File: src/rtl/keccak_pad_blk.sv
// rtl/keccak_pad_blk.sv - byte-stream lane packer with SHA-3 pad10*1, emits 25-lane Keccak blocks
// Optional macro KECCAK_PAD_PROTO_CHECK_EN enables the sticky err protocol check.
module keccak_pad_blk #(
  parameter int         RATE_LANES = 17,
  parameter logic [7:0] DSBYTE     = 8'h06
) (
  input  logic        clk,
  input  logic        rst,
  input  logic        pushin,
  input  logic        firstin,
  input  logic        lastin,
  input  logic [7:0]  din,
  output logic        stopin,
  output logic        pushout,
  output logic        firstout,
  output logic [63:0] dout,
  input  logic        stopout,
  output logic        err
);

  typedef enum logic [1:0] {IDLE, ABSORB, PAD, CAP} state_t;

  localparam logic [4:0] LAST_RATE = 5'(RATE_LANES - 1);
  localparam logic [4:0] LAST_LANE = 5'd24;

  state_t      state, state_nx;
  logic [63:0] asm_q, asm_nx;
  logic [2:0]  bi;
  logic [4:0]  ln;
  logic        live;
  logic        final_q, final_nx;
  logic        padpend_q, padpend_nx;
  logic        padfirst_q;
  logic        drain, can_load, acc, take, pad_wr, wr, lane_done, cap_ld;
  logic [7:0]  wbyte;

  always_comb begin
    drain      = pushout && !stopout;
    can_load   = !pushout || drain;
    stopin     = !live || (state == PAD) || (state == CAP) || ((bi == 3'd7) && !can_load);
    acc        = pushin && !stopin;
    take       = acc && ((state == ABSORB) || ((state == IDLE) && firstin));
    pad_wr     = (state == PAD) && ((bi != 3'd7) || can_load);
    wr         = take || pad_wr;
    // Pad byte: domain byte at the first pad slot, 0x80 OR-ed into the last rate byte.
    wbyte      = take ? din
               : ((padfirst_q ? DSBYTE : 8'h00) |
                  (((ln == LAST_RATE) && (bi == 3'd7)) ? 8'h80 : 8'h00));
    asm_nx     = asm_q | (64'(wbyte) << {bi, 3'b000});
    lane_done  = wr && (bi == 3'd7);
    cap_ld     = (state == CAP) && can_load;
    state_nx   = state;
    final_nx   = final_q;
    padpend_nx = padpend_q;
    case (state)
      IDLE, ABSORB: begin
        if (take) begin
          if (lane_done && (ln == LAST_RATE)) begin
            state_nx   = CAP;
            padpend_nx = lastin;
          end else if (lastin) begin
            state_nx = PAD;
          end else begin
            state_nx = ABSORB;
          end
        end
      end
      PAD: begin
        if (lane_done && (ln == LAST_RATE)) begin
          state_nx = CAP;
          final_nx = 1'b1;
        end
      end
      CAP: begin
        if (cap_ld && (ln == LAST_LANE)) begin
          if (final_q) begin
            state_nx   = IDLE;
            final_nx   = 1'b0;
            padpend_nx = 1'b0;
          end else if (padpend_q) begin
            state_nx   = PAD;
            padpend_nx = 1'b0;
          end else begin
            state_nx = ABSORB;
          end
        end
      end
      default: state_nx = IDLE;
    endcase
  end

  always_ff @(posedge clk or negedge rst) begin
    if (!rst) state <= IDLE;
    else      state <= state_nx;
  end

  always_ff @(posedge clk or negedge rst) begin
    if (!rst) begin
      asm_q      <= 64'h0;
      bi         <= 3'd0;
      ln         <= 5'd0;
      live       <= 1'b0;
      final_q    <= 1'b0;
      padpend_q  <= 1'b0;
      padfirst_q <= 1'b0;
      pushout    <= 1'b0;
      firstout   <= 1'b0;
      dout       <= 64'h0;
    end else begin
      live      <= 1'b1;
      final_q   <= final_nx;
      padpend_q <= padpend_nx;
      if ((state_nx == PAD) && (state != PAD)) padfirst_q <= 1'b1;
      else if (pad_wr)                         padfirst_q <= 1'b0;
      // Drain first; a load on the same edge overrides it.
      if (drain) pushout <= 1'b0;
      if (wr) begin
        if (bi == 3'd7) begin
          pushout  <= 1'b1;
          firstout <= (ln == 5'd0);
          dout     <= asm_nx;
          asm_q    <= 64'h0;
          bi       <= 3'd0;
          ln       <= ln + 5'd1;
        end else begin
          asm_q <= asm_nx;
          bi    <= bi + 3'd1;
        end
      end else if (cap_ld) begin
        pushout  <= 1'b1;
        firstout <= 1'b0;
        dout     <= 64'h0;
        ln       <= (ln == LAST_LANE) ? 5'd0 : ln + 5'd1;
      end
    end
  end

`ifdef KECCAK_PAD_PROTO_CHECK_EN
  always_ff @(posedge clk or negedge rst) begin
    if (!rst) begin
      err <= 1'b0;
    end else if ((acc && firstin && (state == ABSORB)) ||
                 (pushin && !firstin && (state == IDLE))) begin
      err <= 1'b1;
    end
  end
`else
  assign err = 1'b0;
`endif

endmodule

File: config.mk
export PLATFORM = sky130hd
export DESIGN_NAME = keccak_pad_blk
export DESIGN_NICKNAME = d
export VERILOG_FILES = /design/src/rtl/keccak_pad_blk.sv
export SDC_FILE = /design/constraint.sdc
export NUM_CORES = 1
export LEC_CHECK = 0
export ABC_AREA = 1
export CORE_MARGIN = 2
export CORE_UTILIZATION = 40
export DETAILED_ROUTE_END_ITERATION = 12
export DONT_BUFFER_PORTS = 1
export SYNTH_ARGS = -nofsm -noshare
export SYNTH_HDL_FRONTEND = slang
export SYNTH_SLANG_ARGS = --single-unit
File: constraint.sdc
create_clock -name clk -period 2.02 [get_ports clk]
set_input_delay 0.202 -clock clk [delete_from_list [all_inputs] [get_ports clk]]
set_output_delay 0.202 -clock clk [all_outputs]
set_load 0.01 [all_outputs]
==> reports/results.md, run 1 <==
### Route
• antenna-violating nets left: 0
• overall routed net length: 15.4 mm
• vias per cell: 5.02
• first drt pass iteration count: 4
• number of DRC markers after the initial detailed-route iteration: 384
• post-detailed-route wirelength per cell: 15.5 µm
• # DRC: 0
• Via Count: 4988

### Synthesis
• xor and xnor area share after synthesis: 0.00275
• FF+latch count, synth: 144
• Cells after Synth: 760
• asr flop ratio synth: 1.00
• mux share of post-synthesis cell area: 0
• sequential cell area fraction in the yosys report: 0.566
• nets in the synthesized netlist: 778
• number of enable-type register cells in the synthesized netlist: 0
• complex-gate fraction of the synthesized area: 0.0991
• simple-gate area share of the yosys netlist: 0.250
• synthesis warning total: 0
• adder-cell share of the synthesized area: 0.00787
• summed instance area of the synthesized netlist: 6360 µm²
• Synth cell types: 26
• Avg Inst Size Synth: 8.37 µm²
• main combinational cell family by area after synthesis: simple AND/OR/NAND/NOR gates
• Main synth FF type: sky130_fd_sc_hd__dfrtp_1

### Placed design
• number of port buffers: 0
• routability congestion estimate: 0.922
• placed inst area: 6560 µm²
• Inst Count DP: 956
• DP Wirelength: 10.1 mm

### Cells and area
• final instance count without filler cells: 993
• post-route design area: 7300 µm²
• fillers: 1531
• Register Area: 3600 µm²
• nets: 782
• multi-input gate area in the final layout: 2350 µm²
• diodes inserted: 0
• area added between synthesis and finish: 14.8%
• share of cells above drive strength 1: 0.0991

### Critical path
• arrival time of data at the critical path endpoint: 2.21 ns
• worst endpoint required time: 2.33 ns
• critical path launch point: bi[0]
• maximum fanout encountered on the critical timing path: 17
• kind of launch point of the worst setup path: flip-flop
• sort of element at the end of the critical path: flip-flop
• Crit Path Class: flip-flop to flip-flop
• RR Startpoint: bi[0]

### Clock tree
• buffer type at the clock tree root: sky130_fd_sc_hd__clkbuf_16
• post-CTS clock slew at the launch and capture registers of the worst setup and hold paths: 0.06 ns
• number of buffers inserted by hold repair at cts: 2
• clock tree from TritonCTS: yes
• clock network latency to the later pin of the worst-skew pair: 0.43 ns
• CTS Buffer Depth: 2
• clock buffer count from CTS: 17
• depth of the CTS H-tree: 4
• number of sinks on the clock net: 144

### Floorplanning
• Initial Utilization: 0.405
• die outline width: 130 µm
• Die Height: 130 µm
• standard-cell rows: 46
• number of ports placed on the die boundary: 82
• Die Area: 16900 µm²
• floorplan core area: 15700 µm²

### Timing
• final-report hold violation count: 144
• part of the cycle the worst path needs: 0.941
• post-route worst hold slack: -0.523 ns
• final count of negative-setup-slack endpoints: 0
• time the worst path needs with I/O delays and setup: 1.90 ns
• number of max-slew violations in the final report: 0
• largest clock skew in the final design: 0.0111 ns
• achievable clock frequency: 526 MHz

### Global route
• pin count of the biggest net entering global routing: 145
• sum of overflow across all layers after global routing: 0
• number of global-route vias before repair: 4887
• global-route wire length before repair: 24.7 mm
• antenna violations before repair: 0
• gr usage total: 0.190

### Outcome
• run status: finished with violations
• violations in the final reports: hold timing

### Pwr
• power per unit of standard cell area: 1380 nW/µm²
• static leakage: 3.75 nW
• worst supply voltage drop on vdd: 0.746 mV

### Flow run
• max capacitance violation total: 0

### Hold path
• classification of the worst-slack hold path: input port to async pin

==> where the power goes <==
part           leakage, nW  internal [W]  switching, W  total, W
Sequential            1.97       0.00345      0.000414   0.00386
Clock                0.299       0.00200       0.00129   0.00329
Combinational         1.48      0.000967       0.00196   0.00293
==> worst max-delay path: stages, from the launching register on <==
cell and delay (ns):
sky130_fd_sc_hd__dfrtp_1 0.38, sky130_fd_sc_hd__ha_1 0.20, sky130_fd_sc_hd__ha_2 0.19, sky130_fd_sc_hd__nand3_4 0.10, sky130_fd_sc_hd__nand3_4 0.14, sky130_fd_sc_hd__nand2_4 0.14
sky130_fd_sc_hd__buf_6 0.18, sky130_fd_sc_hd__nand2_1 0.09, sky130_fd_sc_hd__o21ai_0 0.19, sky130_fd_sc_hd__nand2_1 0.08, sky130_fd_sc_hd__nand2_1 0.06, sky130_fd_sc_hd__nand2_1 0.04
==> synthesized netlist by cell type (2+ instances only) <==
cell                       instances  share of area
sky130_fd_sc_hd__nand2_1         192           0.11
sky130_fd_sc_hd__dfrtp_1         144           0.57
sky130_fd_sc_hd__nor2_1          138          0.081
sky130_fd_sc_hd__o21ai_0          94          0.074
sky130_fd_sc_hd__inv_1            48          0.028
sky130_fd_sc_hd__nand3_1          44          0.035
sky130_fd_sc_hd__a21oi_1          27          0.021
sky130_fd_sc_hd__buf_2            15          0.012
sky130_fd_sc_hd__buf_6            11          0.019
sky130_fd_sc_hd__nand4_1          10         0.0098
sky130_fd_sc_hd__clkbuf_1          7         0.0041
sky130_fd_sc_hd__buf_1             5         0.0030
sky130_fd_sc_hd__ha_1              4         0.0079
sky130_fd_sc_hd__buf_4             3         0.0035
sky130_fd_sc_hd__nand2_4           3         0.0053
sky130_fd_sc_hd__conb_1            2         0.0012
sky130_fd_sc_hd__inv_2             2         0.0012
sky130_fd_sc_hd__o21ai_1           2         0.0016
sky130_fd_sc_hd__xor2_1            2         0.0028
==> timing repair <==
action,CTS,global route
resized for setup,1,18
buffers inserted,0,1
setup endpoints to repair,16,119
pin swaps,0,4
cloned,0,2
endpoints found under the hold margin,147,144
==> per-stage QoR <==
stage	setup slack, ns	total power (W)	utilization	TNS, ns
5_1_grt	-0.00355	0.0107	0.465	-0.00355
6_report	0.118	0.0101	0.465	0
4_1_cts	0.00449	0.0100	0.459	0
3_5_place_dp	-0.0776	0.00671	0.418	-0.579
2_1_floorplan	0.159	0.00599	-	0
3_3_place_gp	-0.0432	0.00660	0.418	-0.142
==> routing by layer <==
layer | vias up | wire length (µm) | GRT usage
li1 | 2421 | - | -
met1 | 2422 | 6770 | 0.241
met2 | 123 | 7540 | 0.312
met3 | 22 | 713 | 0.0480
met4 | 0 | 383 | 0.0797
met5 | - | 0 | 0
==> cell usage in the layout, fill, tap and decap left out, drive strengths merged <==
cell,n
nand2,195
dfrtp,144
nor2,139
o21ai,96
inv,54
nand3,47
a21oi,27
buf,22
clkbuf,19
nand4,10
clkinv,7
ha,4
bufinv,3
xor2,2
conb,2
clkinvlp,2
dlygate4sd3,2
o211ai,1
o31ai,1
==> state kept, by name, indices dropped and copies added (netlist names) <==
name and count:
pushout 1, live 1, firstout 1, ln 5, bi 3, dout 64
final_q 1, state 2, padpend_q 1, asm_q 64, padfirst_q 1
==> worst paths after layout <==
kind                       depth (start not counted)        end  slack, ns
hold reg to reg                                    2  padpend_q       0.49
setup / recovery                                  11  padpend_q       0.12
hold / removal                                     0   dout[10]      -0.52
min in group clk                                   5   state[0]       0.06
max in group asynchronous                          0  asm_q[51]       2.40
setup reg to reg                                  11  padpend_q       0.12
==> logic make-up after synthesis <==
kind of cell / after synthesis
flip-flops: 144
buffers and inverters: 93
XOR/XNOR: 2
other: 2
AO/OA/AOI/OAI: 125
AND/OR/NAND/NOR: 390
adder cells (fa/ha/maj): 4
==> area by class of cell <==
class / instances / area share
multi-input cells: 524 / 0.321
clock inverters: 14 / 0.0250
inverters: 52 / 0.0271
well taps: 216 / 0.0370
clock buffers: 18 / 0.0601
flip-flops and latches: 144 / 0.493
repair buffers: 25 / 0.0360
Power figures use the tool's default switching activity.
==> run 2: changes to the inputs <==
- ABC_AREA: 1 -> 0
- CTS_CLUSTER_DIAMETER: unset -> 30
==> reports/results.md, run 2 <==
### Cells and area
• diodes inserted: 0, unchanged
• nets: 596, -24%
• fillers: 1315, -14%
• post-route design area: 6960 µm², -4.7%
• share of cells above drive strength 1: 0.132, +0.0329
• largest registers: asm_q (64), dout (64), ln (5)
• most common cell after layout, fill and taps aside: sky130_fd_sc_hd__dfrtp_1
• most frequent cells in the layout: 144 x sky130_fd_sc_hd__dfrtp_1, 70 x sky130_fd_sc_hd__o21ai_0, 62 x sky130_fd_sc_hd__nand2_1, 61 x sky130_fd_sc_hd__nor2_1, 40 x sky130_fd_sc_hd__a31oi_1
• multi-input gate area in the final layout: 2090 µm², -11%
• Register Area: 3600 µm², unchanged
• area added between synthesis and finish: 18.0%
• Final Core Density: 0.481, +0.0158

### Clock tree
• post-CTS clock slew at the launch and capture registers of the worst setup and hold paths: 0.06 ns, about the same
• CTS Buffer Depth: 2, unchanged
• depth of the CTS H-tree: 4, unchanged
• buffer type at the clock tree root: sky130_fd_sc_hd__clkbuf_16
• number of sinks on the clock net: 144, unchanged
• number of buffers inserted by hold repair at cts: 7, +5
• clock tree from TritonCTS: yes
• clock network latency to the later pin of the worst-skew pair: 0.42 ns, about the same
• clock buffer count from CTS: 17, unchanged

### Synthesis
• summed instance area of the synthesized netlist: 5900 µm², -7.3%
• area share of the leading cell type in the synthesized netlist: 0.611, +0.0444
• leading post-synthesis cells by cell area: sky130_fd_sc_hd__dfrtp_1 61%, sky130_fd_sc_hd__o21ai_0 5.9%, sky130_fd_sc_hd__a31oi_1 4.2%
• Synth cell types: 40, +54%
• Main synth FF type: sky130_fd_sc_hd__dfrtp_1
• FF+latch count, synth: 144, unchanged
• number of enable-type register cells in the synthesized netlist: 0, unchanged
• sequential cell area fraction in the yosys report: 0.611, +0.0444
• count leader, synth: sky130_fd_sc_hd__dfrtp_1
• list of most frequent post-synthesis cells: 144 x sky130_fd_sc_hd__dfrtp_1, 70 x sky130_fd_sc_hd__o21ai_0, 62 x sky130_fd_sc_hd__nand2_1, 61 x sky130_fd_sc_hd__nor2_1, 40 x sky130_fd_sc_hd__a31oi_1
• Avg Inst Size Synth: 10.3 µm², +23%
• nets in the synthesized netlist: 590, -24%
• cell taking the most area after synthesis: sky130_fd_sc_hd__dfrtp_1
• synthesis warning total: 0, unchanged
• asr flop ratio synth: 1.00, unchanged
• Cells after Synth: 572, -25%

### Floorplanning
• Initial Utilization: 0.407, +0.00253
• number of ports placed on the die boundary: 82, unchanged
• Die Area: 15700 µm², -7.1%
• standard-cell rows: 44, -4.3%
• die outline width: 125 µm, -3.6%
• floorplan core area: 14500 µm², -7.9%
• Die Height: 125 µm, -3.6%

### Critical path
• worst endpoint required time: 2.30 ns, -0.03 ns
• CP max stage delay: 0.39 ns, about the same
• arrival time of data at the critical path endpoint: 2.23 ns, +0.02 ns
• crit path cell chain: ha_2 -> ha_4 -> and3_4 -> nor3_4 -> buf_4 -> mux2i_4 -> o221ai_1
• critical path launch point: bi[1]
• kind of launch point of the worst setup path: flip-flop
• library cell contributing the largest single delay on the critical path: sky130_fd_sc_hd__dfrtp_1
• RR Startpoint: bi[1]
• Crit Path Class: flip-flop to flip-flop
• sort of element at the end of the critical path: flip-flop
• maximum fanout encountered on the critical timing path: 8, -9

### Global route
• pin count of the biggest net entering global routing: 145, unchanged
• antenna violations before repair: 0, unchanged
• global-route wire length before repair: 24.5 mm, -0.81%
• number of global-route vias before repair: 4545, -7.0%
• sum of overflow across all layers after global routing: 0, unchanged
• gr usage total: 0.196, +0.00596

### Route
• Via Count: 4420, -11%
• number of DRC markers after the initial detailed-route iteration: 301, -22%
• met2 wirelength from detailed routing: 6.95 mm, -7.9%
• first drt pass iteration count: 5, +1
• antenna-violating nets left: 0, unchanged
• Met1 Wirelength: 6.38 mm, -5.8%
• vias per cell: 5.70, +14%
• top routing layer used: met4
• post-detailed-route wirelength per cell: 18.9 µm, +21%
• # DRC: 0, unchanged
• overall routed net length: 14.6 mm, -5.2%
• WL met3: 1.15 mm, +62%

### Timing
• max_slew headroom: 0.237
• final-report hold violation count: 144, unchanged
• part of the cycle the worst path needs: 0.962, +0.0202
• worst setup slack after layout: 0.0777 ns, -0.0408 ns
• worst-margin pin slew: 1.14 ns
• Setup TNS Final: 0 ns, unchanged
• achievable clock frequency: 515 MHz, -2.1%
• number of max-slew violations in the final report: 0, unchanged
• final count of negative-setup-slack endpoints: 0, unchanged
• time the worst path needs with I/O delays and setup: 1.94 ns, +0.0408 ns
• unrepaired setup endpoints after global routing: true
• post-route worst hold slack: -0.520 ns, +0.00229 ns
• largest clock skew in the final design: 0.00886 ns, -0.00221 ns

### Flow run
• max capacitance violation total: 0, unchanged

### Hold path
• classification of the worst-slack hold path: input port to async pin

### Pwr
• worst supply voltage drop on vdd: 0.764 mV, +2.4%
• static leakage: 3.17 nW, -16%
• power per unit of standard cell area: 1580 nW/µm², +15%

### Outcome
• violations in the final reports: hold timing
• run status: finished with violations

### Placed design
• post-placement setup slack: 0.0160 ns, +0.0936 ns
• routability congestion estimate: 0.810, -12%
• DP Wirelength: 9.68 mm, -3.9%
• number of port buffers: 0, unchanged
• placed inst area: 6230 µm², -5.1%

-- run 2: cell types whose count changed in the layout (fill, tap and decap cells not counted), moves of 10 or more --
cell	delta
sky130_fd_sc_hd__inv_1	-33
sky130_fd_sc_hd__o21ai_0	-23
sky130_fd_sc_hd__nor2_1	-69
sky130_fd_sc_hd__nand4_1	-10
sky130_fd_sc_hd__a31oi_1	+40
sky130_fd_sc_hd__nand3_1	-28
sky130_fd_sc_hd__nand2_1	-127
sky130_fd_sc_hd__a32oi_1	+16
-- run 2: per-stage QoR --
| stage | cells | total power (W) |
|---|---|---|
| final | 775 | 0.0110 |
| after global routing | 775 | 0.0117 |
| after CTS | 774 | 0.0111 |
| after detailed placement | 735 | 0.00769 |
| after global placement | 735 | 0.00754 |
| after floorplan | 572 | 0.00658 |
-- run 2: timing repair --
item,4_1_cts,5_1_grt
endpoints found under the setup margin,0,71
endpoints found under the hold margin,185,144
resized for setup,0,5
setup buffers,0,1
-- run 2: worst paths after layout --
kind,to,slack (ns),cells past startpoint
max reg2reg,dout[55],0.08,7
min reg2reg,asm_q[52],0.48,2
max in group asynchronous,dout[63],2.25,0
max,dout[55],0.08,7
min in group clk,asm_q[20],0.02,2
min,state[0],-0.52,0
-- run 2: area by class of cell --
| type | count | area share |
|---|---|---|
| Tap cell | 184 | 0.0331 |
| Timing Repair Buffer | 35 | 0.0502 |
| Clock buffer | 19 | 0.0636 |
| Clock inverter | 13 | 0.0268 |
| Sequential cell | 144 | 0.518 |
| Inverter | 15 | 0.00809 |
| Multi-Input combinational cell | 365 | 0.300 |
-- run 2: worst max-delay path, delay by kind of cell (launching register included) --
kind | cells | cell delay [ns]
fa+ha+maj | 2 | 0.38
buf+inv | 1 | 0.18
compound gates | 1 | 0.16
simple gates | 2 | 0.30
mux | 1 | 0.38
flops | 1 | 0.39
-- run 2: kinds of logic (layout without fill, tap and decap cells) --
family | Yosys count | count (layout) | synth area share
adder cells (fa/ha/maj) | 4 | 4 | 0.00848
AO/OA/AOI/OAI | 180 | 180 | 0.188
flip-flops | 144 | 144 | 0.611
AND/OR/NAND/NOR | 171 | 171 | 0.132
other | 2 | 2 | 0.00127
multiplexers | 8 | 8 | 0.0144
buffers and inverters | 63 | 82 | 0.0448
-- run 2: where the power goes --
part           total [W]  internal (W)  switching, W  leakage [nW]
logic            0.00310       0.00117       0.00193         0.944
clock network    0.00330       0.00210       0.00120         0.296
registers        0.00461       0.00381      0.000798          1.93
total             0.0110       0.00708       0.00393          3.17
-- run 2: metal layers --
| layer | global-route usage | vias up |
|---|---|---|
| met5 | 0 | - |
| met4 | 0.0588 | 0 |
| met3 | 0.0749 | 11 |
| met2 | 0.299 | 139 |
| met1 | 0.262 | 2221 |
| li1 | - | 2049 |
==> run 3: changes to the inputs <==
- ABC_AREA: 0 -> 1
- DONT_BUFFER_PORTS: 1 -> unset
==> reports/results.md, run 3 (synthesized netlist as in run 1, its figures left out) <==
### Cells and area
• fillers: 1482, +13%
• diodes inserted: 0, unchanged
• nets: 868, +46%
• area added between synthesis and finish: 29.2%
• final instance count without filler cells: 1079, +39%
• largest registers: asm_q (64), dout (64), ln (5)
• share of cells above drive strength 1: 0.0973, -0.0346
• most common cell after layout, fill and taps aside: sky130_fd_sc_hd__nand2_1
• most frequent cells in the layout: 190 x sky130_fd_sc_hd__nand2_1, 144 x sky130_fd_sc_hd__dfrtp_1, 130 x sky130_fd_sc_hd__nor2_1, 90 x sky130_fd_sc_hd__o21ai_0, 78 x sky130_fd_sc_hd__clkdlybuf4s50_1
• post-route design area: 8220 µm², +18%

### Global route
• pin count of the biggest net entering global routing: 65, -55%
• sum of overflow across all layers after global routing: 0, unchanged
• gr usage total: 0.201, +0.00445
• antenna violations before repair: 0, unchanged
• number of global-route vias before repair: 5264, +16%
• global-route wire length before repair: 26.2 mm, +6.9%

### Floorplanning
• Initial Utilization: 0.405, -0.00253
• die outline width: 130 µm, +3.7%
• Die Height: 130 µm, +3.7%
• floorplan core area: 15700 µm², +8.5%
• number of ports placed on the die boundary: 82, unchanged
• Die Area: 16900 µm², +7.6%
• standard-cell rows: 46, +4.5%

### Outcome
• run status: completed

### Clock tree
• clock tree from TritonCTS: yes
• CTS Buffer Depth: 2, unchanged
• buffer type at the clock tree root: sky130_fd_sc_hd__clkbuf_16
• depth of the CTS H-tree: 4, unchanged
• clock network latency to the later pin of the worst-skew pair: 0.43 ns, about the same
• clock buffer count from CTS: 17, unchanged
• post-CTS clock slew at the launch and capture registers of the worst setup and hold paths: 0.06 ns, about the same
• number of sinks on the clock net: 144, unchanged

### Placed design
• number of port buffers: 80, +80
• routability congestion estimate: 0.883, +9.1%
• placed inst area: 7420 µm², +19%
• DP Wirelength: 10.4 mm, +7.6%
• post-placement setup slack: -0.110 ns, -0.126 ns
• Inst Count DP: 1038, +41%

### Route
• Via Count: 5281, +19%
• antenna-violating nets left: 0, unchanged
• # DRC: 0, unchanged
• vias per cell: 4.89, -14%
• first drt pass iteration count: 4, -1
• overall routed net length: 16.7 mm, +14%
• number of DRC markers after the initial detailed-route iteration: 369, +23%
• post-detailed-route wirelength per cell: 15.5 µm, -18%

### Hold path
• classification of the worst-slack hold path: input port to async pin

### Pwr
• worst supply voltage drop on vdd: 0.781 mV, +2.3%
• static leakage: 4.07 nW, +29%
• power per unit of standard cell area: 1280 nW/µm², -19%
• total power draw: 0.0105 W, -4.5%

### Timing
• number of max-slew violations in the final report: 0, unchanged
• final count of negative-setup-slack endpoints: 0, unchanged
• achievable clock frequency: 522 MHz, +1.4%
• time the worst path needs with I/O delays and setup: 1.92 ns, -0.0267 ns
• unrepaired setup endpoints after global routing: true
• largest clock skew in the final design: 0.00975 ns, +0.000881 ns
• part of the cycle the worst path needs: 0.948, -0.0132
• final-report hold violation count: 0, -100%
• worst setup slack after layout: 0.104 ns, +0.0267 ns
• Setup TNS Final: 0 ns, unchanged

### Critical path
• worst endpoint required time: 2.32 ns, +0.02 ns
• arrival time of data at the critical path endpoint: 2.21 ns, -0.02 ns
• maximum fanout encountered on the critical timing path: 12, +4
• sort of element at the end of the critical path: flip-flop
• Crit Path Class: flip-flop to flip-flop
• count of cells along the worst register-to-register path: 11, +4
• kind of launch point of the worst setup path: flip-flop

### Flow run
• max capacitance violation total: 0, unchanged

==> run 3: changes by cell type in the layout (fill, tap and decap cells not counted), moves of 9 or more <==
| cell | delta |
|---|---|
| sky130_fd_sc_hd__nand2_1 | +128 |
| sky130_fd_sc_hd__clkdlybuf4s50_1 | +78 |
| sky130_fd_sc_hd__nor2_1 | +69 |
| sky130_fd_sc_hd__a31oi_1 | -40 |
| sky130_fd_sc_hd__inv_1 | +33 |
| sky130_fd_sc_hd__nand3_1 | +27 |
| sky130_fd_sc_hd__o21ai_0 | +20 |
| sky130_fd_sc_hd__a32oi_1 | -16 |
| sky130_fd_sc_hd__nand4_1 | +10 |
| sky130_fd_sc_hd__and2_1 | -9 |
| sky130_fd_sc_hd__o221ai_1 | -9 |
==> run 3: path summary, 6_finish.rpt <==
| check | startpoint | end | slack (ns) |
|---|---|---|---|
| hold / removal | rst | asm_q[1] | 0.25 |
| max in group asynchronous | rst | asm_q[46] | 1.12 |
| min in group clk | stopout | pushout | 0.46 |
| setup / recovery | bi[1] | ln[4] | 0.10 |
| hold reg to reg | dout[2] | dout[2] | 0.48 |
| setup reg to reg | bi[1] | ln[4] | 0.10 |
==> run 3: what timing repair did <==
action | in CTS | in global routing
pin swaps | 0 | 5
resized for setup | 7 | 28
endpoints found under the hold margin | 33 | 0
setup endpoints to repair | 51 | 116
hold buffers | 1 | 0
gates cloned | 0 | 5
setup buffers | 0 | 3
==> run 3: area by class of cell <==
cell class                      instances  area, µm²  share of cell area
Tap cell                              216        270              0.0329
Inverter                               52        210              0.0256
Sequential cell                       144       3600               0.438
Clock buffer                           23        488              0.0594
Timing Repair Buffer                  111       1170               0.142
Clock inverter                          9       81.3             0.00989
Multi-Input combinational cell        524       2400               0.292
==> run 3: through the flow <==
step,util,hold slack (ns)
after detailed placement,0.472,0.126
after global placement,0.472,0.126
after global routing,0.523,0.269
after floorplan,-,-0.0936
after CTS,0.510,0.248
final,0.523,0.249
==> run 3: worst max-delay path, cell delays in order, from the launching register on <==
cell and delay [ns]:
sky130_fd_sc_hd__dfrtp_1 0.38, sky130_fd_sc_hd__ha_2 0.20, sky130_fd_sc_hd__ha_4 0.17, sky130_fd_sc_hd__nand3_4 0.12, sky130_fd_sc_hd__nand3_4 0.18, sky130_fd_sc_hd__nand2_4 0.19, sky130_fd_sc_hd__nand2_8 0.09, sky130_fd_sc_hd__nand2_8 0.09
sky130_fd_sc_hd__inv_8 0.06, sky130_fd_sc_hd__clkbuf_16 0.18, sky130_fd_sc_hd__nand2_1 0.06, sky130_fd_sc_hd__o21ai_0 0.07
==> run 3: where the power goes <==
| part | total, W | internal, W | switching (W) |
|---|---|---|---|
| Sequential | 0.00377 | 0.00345 | 0.000318 |
| Clock | 0.00303 | 0.00182 | 0.00121 |
| Combinational | 0.00371 | 0.00138 | 0.00234 |
| Total | 0.0105 | 0.00665 | 0.00387 |
==> run 3: routing by layer <==
metal | vias up | GRT usage | wire length (µm)
li1 | 2607 | - | -
met1 | 2476 | 0.261 | 7350
met2 | 166 | 0.323 | 8050
met3 | 32 | 0.0385 | 786
met4 | 0 | 0.0993 | 497
met5 | - | 0 | 0
